`config.mk`:
```
export PLATFORM = sky130hd
export DESIGN_NAME = axi_lite_write_master
export DESIGN_NICKNAME = d
export VERILOG_FILES = /design/src/rtl/axi_lite_write_master.sv
export SDC_FILE = /design/constraint.sdc
export NUM_CORES = 1
export LEC_CHECK = 0
export ABC_AREA = 1
export CAP_MARGIN = 20
export CORE_MARGIN = 2
export CORE_UTILIZATION = 44
export CTS_CLUSTER_SIZE = 10
export DETAILED_ROUTE_END_ITERATION = 8
export HOLD_SLACK_MARGIN = 0.03
export PLACE_DENSITY = 0.8
export SYNTH_ARGS = -nofsm -noshare
export SYNTH_HDL_FRONTEND = slang
export SYNTH_SLANG_ARGS = --single-unit
export TNS_END_PERCENT = 20
```
`constraint.sdc`:
```
create_clock -name m_axi_aclk -period 2 [get_ports m_axi_aclk]
set_clock_uncertainty 0.15 [all_clocks]
set_input_delay 0.4 -clock m_axi_aclk [delete_from_list [all_inputs] [get_ports m_axi_aclk]]
set_output_delay 0.4 -clock m_axi_aclk [all_outputs]
set_load 0.02 [all_outputs]
```
`src/rtl/axi_lite_write_master.sv`:
```
// axi_lite_write_master: single-outstanding AXI4-Lite write initiator with B-response reporting and timeout abort
module axi_lite_write_master #(
   parameter int ADDR_W  = 32,
   parameter int DATA_W  = 32,
   parameter int TIMEOUT = 256
) (
   input  logic                m_axi_aclk,
   input  logic                m_axi_aresetn,
   input  logic                cmd_valid,
   output logic                cmd_ready,
   input  logic [ADDR_W-1:0]   cmd_addr,
   input  logic [DATA_W-1:0]   cmd_data,
   input  logic [DATA_W/8-1:0] cmd_strb,
   output logic                done,
   output logic [1:0]          done_resp,
   output logic                timeout_err,
   output logic [7:0]          err_count,
   output logic                m_axi_awvalid,
   output logic [ADDR_W-1:0]   m_axi_awaddr,
   input  logic                m_axi_awready,
   output logic                m_axi_wvalid,
   output logic [DATA_W-1:0]   m_axi_wdata,
   output logic [DATA_W/8-1:0] m_axi_wstrb,
   input  logic                m_axi_wready,
   input  logic                m_axi_bvalid,
   input  logic [1:0]          m_axi_bresp,
   output logic                m_axi_bready
);
   typedef enum logic [1:0] {IDLE, SEND, WAIT_B} state_t;
   localparam logic [15:0] TMAX = 16'(TIMEOUT - 1);
   state_t                state_q, state_d;
   logic                  awvalid_q, awvalid_d, wvalid_q, wvalid_d, bready_q, bready_d;
   logic                  done_q, done_d, timeout_err_q, timeout_err_d;
   logic [1:0]            done_resp_q, done_resp_d;
   logic [7:0]            err_count_q, err_count_d;
   logic [ADDR_W-1:0]     awaddr_q, awaddr_d;
   logic [DATA_W-1:0]     wdata_q, wdata_d;
   logic [DATA_W/8-1:0]   wstrb_q, wstrb_d;
   logic [15:0]           timer_q, timer_d;
   logic                  b_hs, tmo, err_inc;
   always_comb begin
      state_d       = state_q;
      awvalid_d     = awvalid_q;
      wvalid_d      = wvalid_q;
      bready_d      = bready_q;
      done_d        = 1'b0;
      timeout_err_d = 1'b0;
      done_resp_d   = done_resp_q;
      awaddr_d      = awaddr_q;
      wdata_d       = wdata_q;
      wstrb_d       = wstrb_q;
      timer_d       = timer_q;
      err_inc       = 1'b0;
      b_hs          = (state_q == WAIT_B) && bready_q && m_axi_bvalid;
      tmo           = (state_q != IDLE) && (timer_q == TMAX) && !b_hs;
      case (state_q)
         IDLE: if (cmd_valid) begin
            awaddr_d  = cmd_addr;
            wdata_d   = cmd_data;
            wstrb_d   = cmd_strb;
            awvalid_d = 1'b1;
            wvalid_d  = 1'b1;
            timer_d   = '0;
            state_d   = SEND;
         end
         SEND: begin
            // each VALID retires on its own handshake; a VALID already low counts as done
            awvalid_d = awvalid_q && !m_axi_awready;
            wvalid_d  = wvalid_q && !m_axi_wready;
            timer_d   = timer_q + 16'd1;
            if (!awvalid_d && !wvalid_d) begin
               state_d  = WAIT_B;
               bready_d = 1'b1;
            end
         end
         WAIT_B: begin
            timer_d = timer_q + 16'd1;
            if (b_hs) begin
               done_d      = 1'b1;
               done_resp_d = m_axi_bresp;
               bready_d    = 1'b0;
               err_inc     = m_axi_bresp != 2'b00;
               state_d     = IDLE;
            end
         end
         default: state_d = IDLE;
      endcase
      if (tmo) begin
         awvalid_d     = 1'b0;
         wvalid_d      = 1'b0;
         bready_d      = 1'b0;
         done_d        = 1'b1;
         done_resp_d   = 2'b11;
         timeout_err_d = 1'b1;
         err_inc       = 1'b1;
         state_d       = IDLE;
      end
      err_count_d = (err_inc && err_count_q != 8'hFF) ? err_count_q + 8'd1 : err_count_q;
   end
   always_ff @(posedge m_axi_aclk or negedge m_axi_aresetn) begin
      if (!m_axi_aresetn) begin
         state_q       <= IDLE;
         awvalid_q     <= 1'b0;
         wvalid_q      <= 1'b0;
         bready_q      <= 1'b0;
         done_q        <= 1'b0;
         timeout_err_q <= 1'b0;
         done_resp_q   <= 2'b00;
         err_count_q   <= '0;
         awaddr_q      <= '0;
         wdata_q       <= '0;
         wstrb_q       <= '0;
         timer_q       <= '0;
      end else begin
         state_q       <= state_d;
         awvalid_q     <= awvalid_d;
         wvalid_q      <= wvalid_d;
         bready_q      <= bready_d;
         done_q        <= done_d;
         timeout_err_q <= timeout_err_d;
         done_resp_q   <= done_resp_d;
         err_count_q   <= err_count_d;
         awaddr_q      <= awaddr_d;
         wdata_q       <= wdata_d;
         wstrb_q       <= wstrb_d;
         timer_q       <= timer_d;
      end
   end
   assign cmd_ready     = state_q == IDLE;
   assign done          = done_q;
   assign done_resp     = done_resp_q;
   assign timeout_err   = timeout_err_q;
   assign err_count     = err_count_q;
   assign m_axi_awvalid = awvalid_q;
   assign m_axi_awaddr  = awaddr_q;
   assign m_axi_wvalid  = wvalid_q;
   assign m_axi_wdata   = wdata_q;
   assign m_axi_wstrb   = wstrb_q;
   assign m_axi_bready  = bready_q;
endmodule

```
==> impl_metrics.csv, run 1 <==
group,metric,value,unit
hold_path,hold_path.class,"in2async",
routing,ant_nets,0,
worst_setup_path,crit_path_top_delay_cell,"clkdlybuf4s50_1",
power,leakage,3.29,nW
sta,fin_crit_sh,0.969,
worst_setup_path,critPathLaunchType,"flop",
clocking,cts-root-buf,"clkbuf_8",
global_routing,antenna_found_initial,0,
placed_design,io_buffer_count,159,
worst_setup_path,worstSetupEndpointType,"output pin",
routing,remaining_drc_errors,0,
clocking,clock_latency,370,ps
sta,finalSetupViolations,0,
clocking,cts_setup_buffers,0,
routing,vias,4125,
cells_and_area,drive_gt1_frac,0.0830,
sta,hold_violations,0,
worst_setup_path,cp_top_family,"buffers and inverters",
power,power_per_cell_area,1460,nW/um^2
sta,slew_headroom,0.696,
yosys,async_reset_ff_frac,1.00,
yosys,ys_types,32,
floorplanning,start_util,0.455,
yosys,synth.net_count,609,
floorplanning,die_x,105,um
sta,worst_slew_pin_slew,457,ps
floorplanning,fp.dieH,105,um
sta,layout_setup_ws,61.1,ps
sta,tns,0,ps
clocking,htree_num_levels,3,
floorplanning,die_area,10900,um^2
yosys,syn-instance-count,526,
yosys,synth_edf_count,0,
cells_and_area,area_growth,46.5,%
flow_run,max-cap-violations,0,
global_routing,grt_overflow,0,
global_routing,grt.total_usage,0.224,
clocking,numCtsBuffers,9,
clocking,cts_tree,"built",
global_routing,grt_pass1_vias,4225,
clocking,clk_pin_slew_worst_paths,120,ps
sta,fmax,0.516,GHz
cells_and_area,num-nets-final,777,
global_routing,grt_pass1_wl,19.8,mm
yosys,ys_warn_count,0,
floorplanning,coreArea,9770,um^2
cells_and_area,diodes,0,
sta,grt_setup_unrepaired,"no",
sta,drv_slew,0,
yosys,post_synth.cell_area_avg,8.46,um^2
routing,wl,11.9,mm
floorplanning,num_rows,36,
routing,vias_per_cell,4.96,
yosys,ys.flop_type,"dfrtp_1",
power,vdd_ir_drop_max,0.805,mV
yosys,syn_area,4450,um^2
sta,fin_crit,1940,ps
routing,wire_per_inst,14.3,um
placed_design,hpwl,8.74,mm
floorplanning,io_pins,160,
placed_design,gp_congestion,0.889,
yosys,ys_seq_area_frac,0.568,
placed_design,place_ws,58.9,ps
worst_setup_path,path_cells,"clkdlybuf4s50_1",
global_routing,grt_max_degree,65,
worst_setup_path,cp.arrival,1390,ps
routing,drt_iter0_markers,195,
clocking,clockBufferDepth,2,
worst_setup_path,required,1450,ps
clocking,cts_sinks,101,
run_status,outcome,"completed",
routing,firstDrtPassIters,4,
worst_setup_path,critPathKind,"reg2out",
cells_and_area,fillers,772,
yosys,ys_seq_elements,101,
worst_setup_path,worst_path_largest_cell_delay,640,ps
worst_setup_path,cp.buffers_inverters,1,
worst_setup_path,path_max_fanout,2,
==> placed cells by master, fill, tap and decap left out, drive strengths merged, types with 5 or more instances in the layout <==
cell / count
a21oi: 11
buf: 14
clkbuf: 9
clkdlybuf4s50: 146
dfrtp: 101
dlygate4sd2: 6
dlymetal6s2s: 5
ha: 7
inv: 40
nand2: 266
nand3: 20
nand4: 9
nor2: 23
nor3: 10
o21ai: 13
==> final cells by class <==
type / count / area, um^2 / area share
clock buffers: 9 / 124 / 0.0190
clock inverters: 7 / 77.6 / 0.0119
inverters: 37 / 139 / 0.0213
multi-input cells: 372 / 1730 / 0.266
flip-flops and latches: 101 / 2530 / 0.388
well taps: 133 / 166 / 0.0255
repair buffers: 173 / 1750 / 0.269
==> Yosys cell counts (2+ instances only) <==
master	n	area, um^2
nand2_1	258	968
dfrtp_1	101	2530
inv_1	33	124
nor2_1	21	78.8
nand3_1	16	80.1
o21ai_0	11	55.1
a21oi_1	9	45.0
clkbuf_1	9	33.8
nor3_1	9	45.0
nand4_1	8	50.1
ha_1	7	87.6
nand2_2	6	37.5
buf_2	4	20.0
inv_2	4	15.0
nand3_2	4	40.0
xnor2_1	4	35.0
xor2_1	4	35.0
buf_1	2	7.51
o21ai_2	2	17.5
o22ai_1	2	12.5
==> layer usage <==
metal  part of all wire  GRT usage  wire (um)
met2               0.51      0.386       6050
met3              0.088     0.0905       1050
met1               0.38      0.257       4540
met5                  0          0          0
met4              0.021     0.0666        252
==> stage by stage <==
| stage | instances | hold WS (ps) | power, mW | instance area, um^2 | util |
|---|---|---|---|---|---|
| after floorplan | 526 | -45.6 | 5.89 | 4450 | - |
| after global placement | 815 | 228 | 8.11 | 6280 | 0.642 |
| after detailed placement | 815 | 229 | 8.28 | 6280 | 0.642 |
| after CTS | 832 | 344 | 9.57 | 6490 | 0.664 |
| after global routing | 832 | 358 | 10.2 | 6520 | 0.667 |
| final | 832 | 341 | 9.52 | 6520 | 0.667 |
==> worst paths after layout <==
check	start	to	slack [ps]	depth (start not counted)
worst max-delay path	m_axi_awaddr[7]	m_axi_awaddr[7]	60	1
worst max register to register	timer_q[0]	err_count[0]	180	8
min in group m_axi_aclk	m_axi_wdata[20]	m_axi_wdata[20]	340	2
max in group asynchronous	m_axi_aresetn	timer_q[5]	750	3
worst min-delay path	m_axi_aresetn	m_axi_awaddr[18]	340	2
worst min register to register	m_axi_wdata[20]	m_axi_wdata[20]	340	2
==> repair_timing <==
| action | 4_1_cts | 5_1_grt |
|---|---|---|
| hold endpoints to repair | 30 | 0 |
| setup endpoints to repair | 7 | 10 |
| gates cloned | 0 | 0 |
| resized for setup | 10 | 8 |
| hold buffers | 1 | 0 |
==> report_power, final <==
group          total [mW]  leakage (nW)  internal, mW  switching (mW)
registers            3.40          1.27          2.86           0.546
clock network        1.29         0.103         0.496           0.794
logic                4.82          1.92          2.14            2.68
==> state kept, by name, indices dropped and copies added, names as in the netlist <==
signal,count
timeout_err,1
m_axi_wdata,32
done,1
err_count,8
m_axi_awaddr,32
m_axi_wstrb,4
state_q,2
m_axi_awvalid,1
m_axi_bready,1
done_resp,2
timer_q,16
m_axi_wvalid,1
==> cell families (layout without fill, tap and decap cells) <==
| group | count (synthesis) | after routing | share of synthesized area |
|---|---|---|---|
| AO/OA/AOI/OAI | 26 | 26 | 0.0349 |
| XOR/XNOR | 8 | 8 | 0.0157 |
| adder cells (fa/ha/maj) | 7 | 7 | 0.0197 |
| buffers and inverters | 53 | 226 | 0.0475 |
| flip-flops | 101 | 101 | 0.568 |
| AND/OR/NAND/NOR | 331 | 331 | 0.314 |
(Power assumes the default switching activity.)
==> run 2, diff against run 1 <==
Settings changed: CORE_UTILIZATION 44 to 41, PLACE_DENSITY 0.8 to 0.78.
Clock period 2 ns to 1.6 ns, I/O delays scaled along.
==> impl_metrics.csv, run 2 (synthesis results as in run 1) <==
group,metric,value,unit
power,clockPowerShare,0.135,
routing,ant_nets,0,
floorplanning,die_area,11700,um^2
clocking,clk_pin_slew_worst_paths,90,ps
cells_and_area,fin_cells,870,
worst_setup_path,crit_path_top_delay_cell,"dfrtp_1",
clocking,clockBufferDepth,2,
sta,fin_crit_sh,1.12,
cells_and_area,area_growth,55.2,%
run_status,violations,"negative setup slack",
worst_setup_path,regToRegSetupSlack,-190,ps
worst_setup_path,required,1750,ps
sta,finalSetupViolations,73,
sta,tns,-3870,ps
placed_design,place_inst,847,
worst_setup_path,path_max_fanout,4,
placed_design,io_buffer_count,159,
global_routing,grt_max_degree,58,
global_routing,antenna_found_initial,0,
sta,slew_headroom,0.777,
routing,drt_iter0_markers,220,
sta,fin_crit,1790,ps
floorplanning,fp.dieH,108,um
worst_setup_path,critPathKind,"reg2reg",
sta,worst_slew_pin_slew,333,ps
clocking,numCtsBuffers,9,
floorplanning,num_rows,38,
sta,fmax,0.559,GHz
power,p_int,6.96,mW
floorplanning,io_pins,160,
global_routing,grt_pass1_vias,4217,
routing,vias_per_cell,4.74,
cells_and_area,post-route-util,0.645,
power,power_switching,5.14,mW
run_status,outcome,"complete, but fails checks",
sta,grt_setup_unrepaired,"yes",
placed_design,place_ws,-245,ps
sta,hold_violations,0,
power,pwr-share-seq,0.350,
worst_setup_path,r2r_cells,11,
power,vdd_ir_drop_max,0.916,mV
routing,vias,4125,
power,pwr-share-comb,0.516,
worst_setup_path,crit_start,"state_q[1]",
cells_and_area,final_common_cell,"nand2_1",
clocking,clock_latency,360,ps
routing,wl,12.0,mm
global_routing,grt_pass1_wl,19.3,mm
sta,drv_slew,0,
flow_run,max-cap-violations,0,
floorplanning,start_util,0.416,
worst_setup_path,r2r_start,"state_q[1]",
floorplanning,die_x,108,um
cells_and_area,diodes,0,
cells_and_area,drive_gt1_frac,0.182,
power,p_total,12.1,mW
clocking,htree_num_levels,3,
worst_setup_path,path_cells,"inv_2, ha_4, nand2_4, nand2_4, buf_6, nand3_4, nor2_4, nand3_2, nand2_1, nand2_1, nor2_1",
routing,wire_per_inst,13.8,um
clocking,cts_tree,"built",
hold_path,hold_path.class,"in2async",
routing,firstDrtPassIters,5,
worst_setup_path,critPathLaunchType,"flop",
power,leakage,3.53,nW
clocking,cts-root-buf,"clkbuf_8",
power,power_per_cell_area,1750,nW/um^2
cells_and_area,final_cell_mix,"nand2_1 (251), dfrtp_1 (97), clkdlybuf4s50_1 (74)",
floorplanning,coreArea,10700,um^2
global_routing,grt_overflow,0,
routing,remaining_drc_errors,0,
clocking,cts_sinks,101,
power,netSwitchingFraction,0.425,
worst_setup_path,cp.arrival,1940,ps
worst_setup_path,worstSetupEndpointType,"flop",
cells_and_area,num-nets-final,808,
placed_design,gp_congestion,0.930,
placed_design,hpwl,8.33,mm
sta,layout_setup_ws,-190,ps
worst_setup_path,worstReg2RegEnd,"timer_q[12]",
global_routing,grt.total_usage,0.207,
worst_setup_path,worst_path_largest_cell_delay,440,ps
## run 2: cell count changes in the layout (fill, tap and decap cells not counted), sizes merged, moves of 3 or more
cell,previous run,this run
dlymetal6s2s,5,0
dlygate4sd2,6,44
clkinv,4,0
inv,40,37
clkdlybuf4s15,1,31
clkbuf,9,19
buf,14,48
clkdlybuf4s50,146,74
## run 2: final cells by class
cell class	instances	area (um^2)
inverters	37	149
repair buffers	204	1920
clock buffers	13	149
clock inverters	3	45.0
well taps	140	175
fillers	885	3790
multi-input cells	372	1930
flip-flops and latches	101	2530
## run 2: what timing repair did
item / in CTS / in global routing
hold buffers: 1 / 0
endpoints found under the hold margin: 101 / 0
buffers inserted: 0 / 6
endpoints found under the setup margin: 177 / 130
gates resized for setup: 116 / 89
pin swaps: 2 / 15
## run 2: how the worst max path moves through the flow
stage and end:
6_report timer_q[12], 4_1_cts cmd_ready, 3_5_place_dp err_count[7], 2_1_floorplan timer_q[12], 5_1_grt timer_q[12], 3_3_place_gp timer_q[12]
## run 2: through the flow
step / instance area, um^2 / hold slack [ps]
after floorplan: 4500 / -126
after global placement: 6530 / -15.4
after detailed placement: 6530 / -14.1
after CTS: 6670 / 136
after global routing: 6910 / 151
final: 6910 / 148
## run 2: critical path, delay by kind of cell, from the launching register on
family	cells	cell delay [ps]
fa+ha+maj	1	190
buf+inv	2	220
flops	1	440
simple gates	8	710
## run 2: layer usage
layer,track usage,share of wire,up-vias
met2,0.351,0.51,120
met1,0.260,0.42,1963
li1,-,-,2021
met4,0.0632,0.017,0
met5,0,0,-
met3,0.0524,0.055,21
## run 2: power groups by stage
| stage | clock, mW | sequential [mW] | combinational [mW] |
|---|---|---|---|
| floorplan | 0 | 5.39 | 2.09 |
| global placement | 0 | 4.22 | 6.28 |
| detailed placement | 0 | 4.23 | 6.46 |
| CTS | 1.67 | 4.19 | 5.87 |
| global route | 1.78 | 4.36 | 6.78 |
| finish | 1.63 | 4.23 | 6.24 |
==> run 3, diff against run 2 <==
Settings changed: ABC_AREA 1 to not set, CORE_ASPECT_RATIO set to 1.4, CORE_UTILIZATION 41 to 40.
==> impl_metrics.csv, run 3 <==
group,metric,value,unit
sta,slew_headroom,0.795,
floorplanning,fp.dieH,125,um
floorplanning,coreArea,10300,um^2
worst_setup_path,critPathLaunchType,"flop",
yosys,synth-xor-area-share,0.0375,
sta,fmax,0.461,GHz
floorplanning,start_util,0.409,
yosys,ys_types,36,
power,vdd_ir_drop_max,1.04,mV
sta,fin_crit_sh,1.36,
yosys,muxShareOfSynthArea,0.195,
yosys,ys_seq_elements,101,
floorplanning,die_x,90.7,um
clocking,cts_tree,"built",
yosys,ys_top_cells_by_count,"dfrtp_1 (101), mux2_2 (70), nand2_1 (18), nor2_1 (18), xnor2_1 (14)",
sta,drv_slew,0,
sta,hold_violations,0,
yosys,syn_area,4210,um^2
yosys,yosysTopAreaCell,"dfrtp_1",
run_status,violations,"negative setup slack",
yosys,synth_most_common_cell,"dfrtp_1",
routing,vias,3254,
yosys,synth_edf_count,0,
global_routing,grt_overflow,0,
worst_setup_path,worstSetupEndpointType,"flop",
cells_and_area,final_common_cell,"dfrtp_1",
clocking,clockBufferDepth,2,
yosys,synth_fa_ha_area_frac,0.0208,
placed_design,hpwl,7.78,mm
run_status,outcome,"complete, but fails checks",
yosys,synth_top_family_by_area,"multiplexers",
clocking,numCtsBuffers,9,
worst_setup_path,required,1680,ps
power,p_total,12.5,mW
sta,tns,-15730,ps
worst_setup_path,crit_start,"state_q[1]",
placed_design,io_buffer_count,159,
clocking,cts_sinks,101,
sta,finalSetupViolations,100,
yosys,synth.net_count,394,
worst_setup_path,path_max_fanout,3,
yosys,ys.flop_type,"dfrtp_1",
global_routing,antenna_found_initial,0,
cells_and_area,drive_gt1_frac,0.352,
routing,firstDrtPassIters,4,
routing,wire_per_inst,15.8,um
yosys,ys_warn_count,0,
cells_and_area,num-nets-final,620,
yosys,ys_seq_area_frac,0.601,
worst_setup_path,r2r_start,"state_q[1]",
clocking,cts-root-buf,"clkbuf_16",
routing,remaining_drc_errors,0,
routing,vias_per_cell,4.79,
worst_setup_path,cp.arrival,2250,ps
power,power_per_cell_area,1820,nW/um^2
yosys,syn-instance-count,311,
global_routing,grt_pass1_vias,3528,
sta,layout_setup_ws,-570,ps
clocking,clk_pin_slew_worst_paths,70,ps
cells_and_area,final_cell_mix,"dfrtp_1 (101), clkdlybuf4s50_1 (74), dlygate4sd2_1 (74)",
floorplanning,die_area,11400,um^2
worst_setup_path,critPathKind,"reg2reg",
yosys,netlist.area_leader.share,0.601,
global_routing,grt_pass1_wl,17.0,mm
sta,worst_slew_pin_slew,307,ps
yosys,synth-simple-area-share,0.0943,
yosys,synth_compound_area_frac,0.0351,
placed_design,place_ws,-580,ps
floorplanning,num_rows,44,
sta,hold_ws,264,ps
placed_design,gp_congestion,0.777,
routing,drt_iter0_markers,87,
floorplanning,io_pins,160,
yosys,post_synth.cell_area_avg,13.5,um^2
routing,wl,10.7,mm
flow_run,max-cap-violations,0,
hold_path,hold_path.class,"in2async",
global_routing,grt.total_usage,0.190,
yosys,synth_area_leaders,"dfrtp_1 (60%), mux2_2 (19%), xnor2_1 (2.9%)",
cells_and_area,diodes,0,
clocking,htree_num_levels,3,
yosys,async_reset_ff_frac,1.00,
global_routing,grt_max_degree,44,
sta,grt_setup_unrepaired,"yes",
clocking,clock_latency,340,ps
routing,ant_nets,0,
cells_and_area,area_growth,63.8,%
power,leakage,3.21,nW
sta,fin_crit,2170,ps
==> run 3: changes by cell type in the layout (fill, tap and decap cells not counted), moves of 10 or more <==
cell             change
inv_1               -22
mux2_2              +66
nand3_1             -10
clkdlybuf4s15_1     -28
nand2_1            -237
dlygate4sd2_1       +30
buf_4               +22
==> run 3: critical path, stage by stage (launching register included) <==
cell and delay [ps]:
dfrtp_1 370, inv_2 70, ha_4 160, buf_6 130, mux2i_4 190, or4b_4 550
nor3_4 240, xnor2_2 140, nor2_1 70
==> run 3: power by group <==
| part | internal, mW | leakage [nW] | switching (mW) |
|---|---|---|---|
| logic | 2.97 | 1.83 | 3.05 |
| clock network | 1.46 | 0.156 | 0.909 |
| registers | 3.62 | 1.23 | 0.540 |
==> run 3: worst paths after layout <==
| path | depth (start not counted) | end | slack, ps |
|---|---|---|---|
| max reg2reg | 8 | timer_q[13] | -570 |
| min | 2 | err_count[4] | 260 |
| max in group asynchronous | 3 | m_axi_wdata[9] | 510 |
| max | 8 | timer_q[13] | -570 |
| min in group m_axi_aclk | 1 | done_resp[1] | 340 |
| min reg2reg | 1 | done_resp[1] | 340 |
==> run 3: final cells by class <==
| class | instances | area, um^2 |
|---|---|---|
| Clock buffer | 13 | 260 |
| Clock inverter | 3 | 67.6 |
| Fill cell | 789 | 3400 |
| Inverter | 7 | 26.3 |
| Multi-Input combinational cell | 193 | 1800 |
| Sequential cell | 101 | 2530 |
| Tap cell | 138 | 173 |
| Timing Repair Buffer | 225 | 2030 |
==> run 3: what timing repair did <==
| action | in CTS | in global routing |
|---|---|---|
| hold buffers | 1 | 0 |
| setup buffers | 1 | 8 |
| hold endpoints to repair | 48 | 0 |
| pin swaps | 11 | 14 |
| setup endpoints to repair | 182 | 107 |
| resized for setup | 126 | 29 |
==> run 3: logic make-up after synthesis <==
family,Yosys count
xor+xnor,18
fa+ha+maj,7
buf+inv,17
simple gates,74
flops,101
mux,73
compound gates,21
==> run 3: metrics by stage <==
step | instance area (um^2) | cells | utilization
detailed placement | 6420 | 655 | 0.623
CTS | 6760 | 673 | 0.657
global route | 6890 | 680 | 0.669
global placement | 6420 | 655 | 0.623
floorplan | 4230 | 311 | -
finish | 6890 | 680 | 0.669
==> run 3: metal layers <==
layer	global-route usage	vias up	part of all wire
met5	0	-	0
met4	0.0896	0	0.028
met3	0.0458	20	0.046
met2	0.362	80	0.58
met1	0.189	1611	0.35
li1	-	1543	-
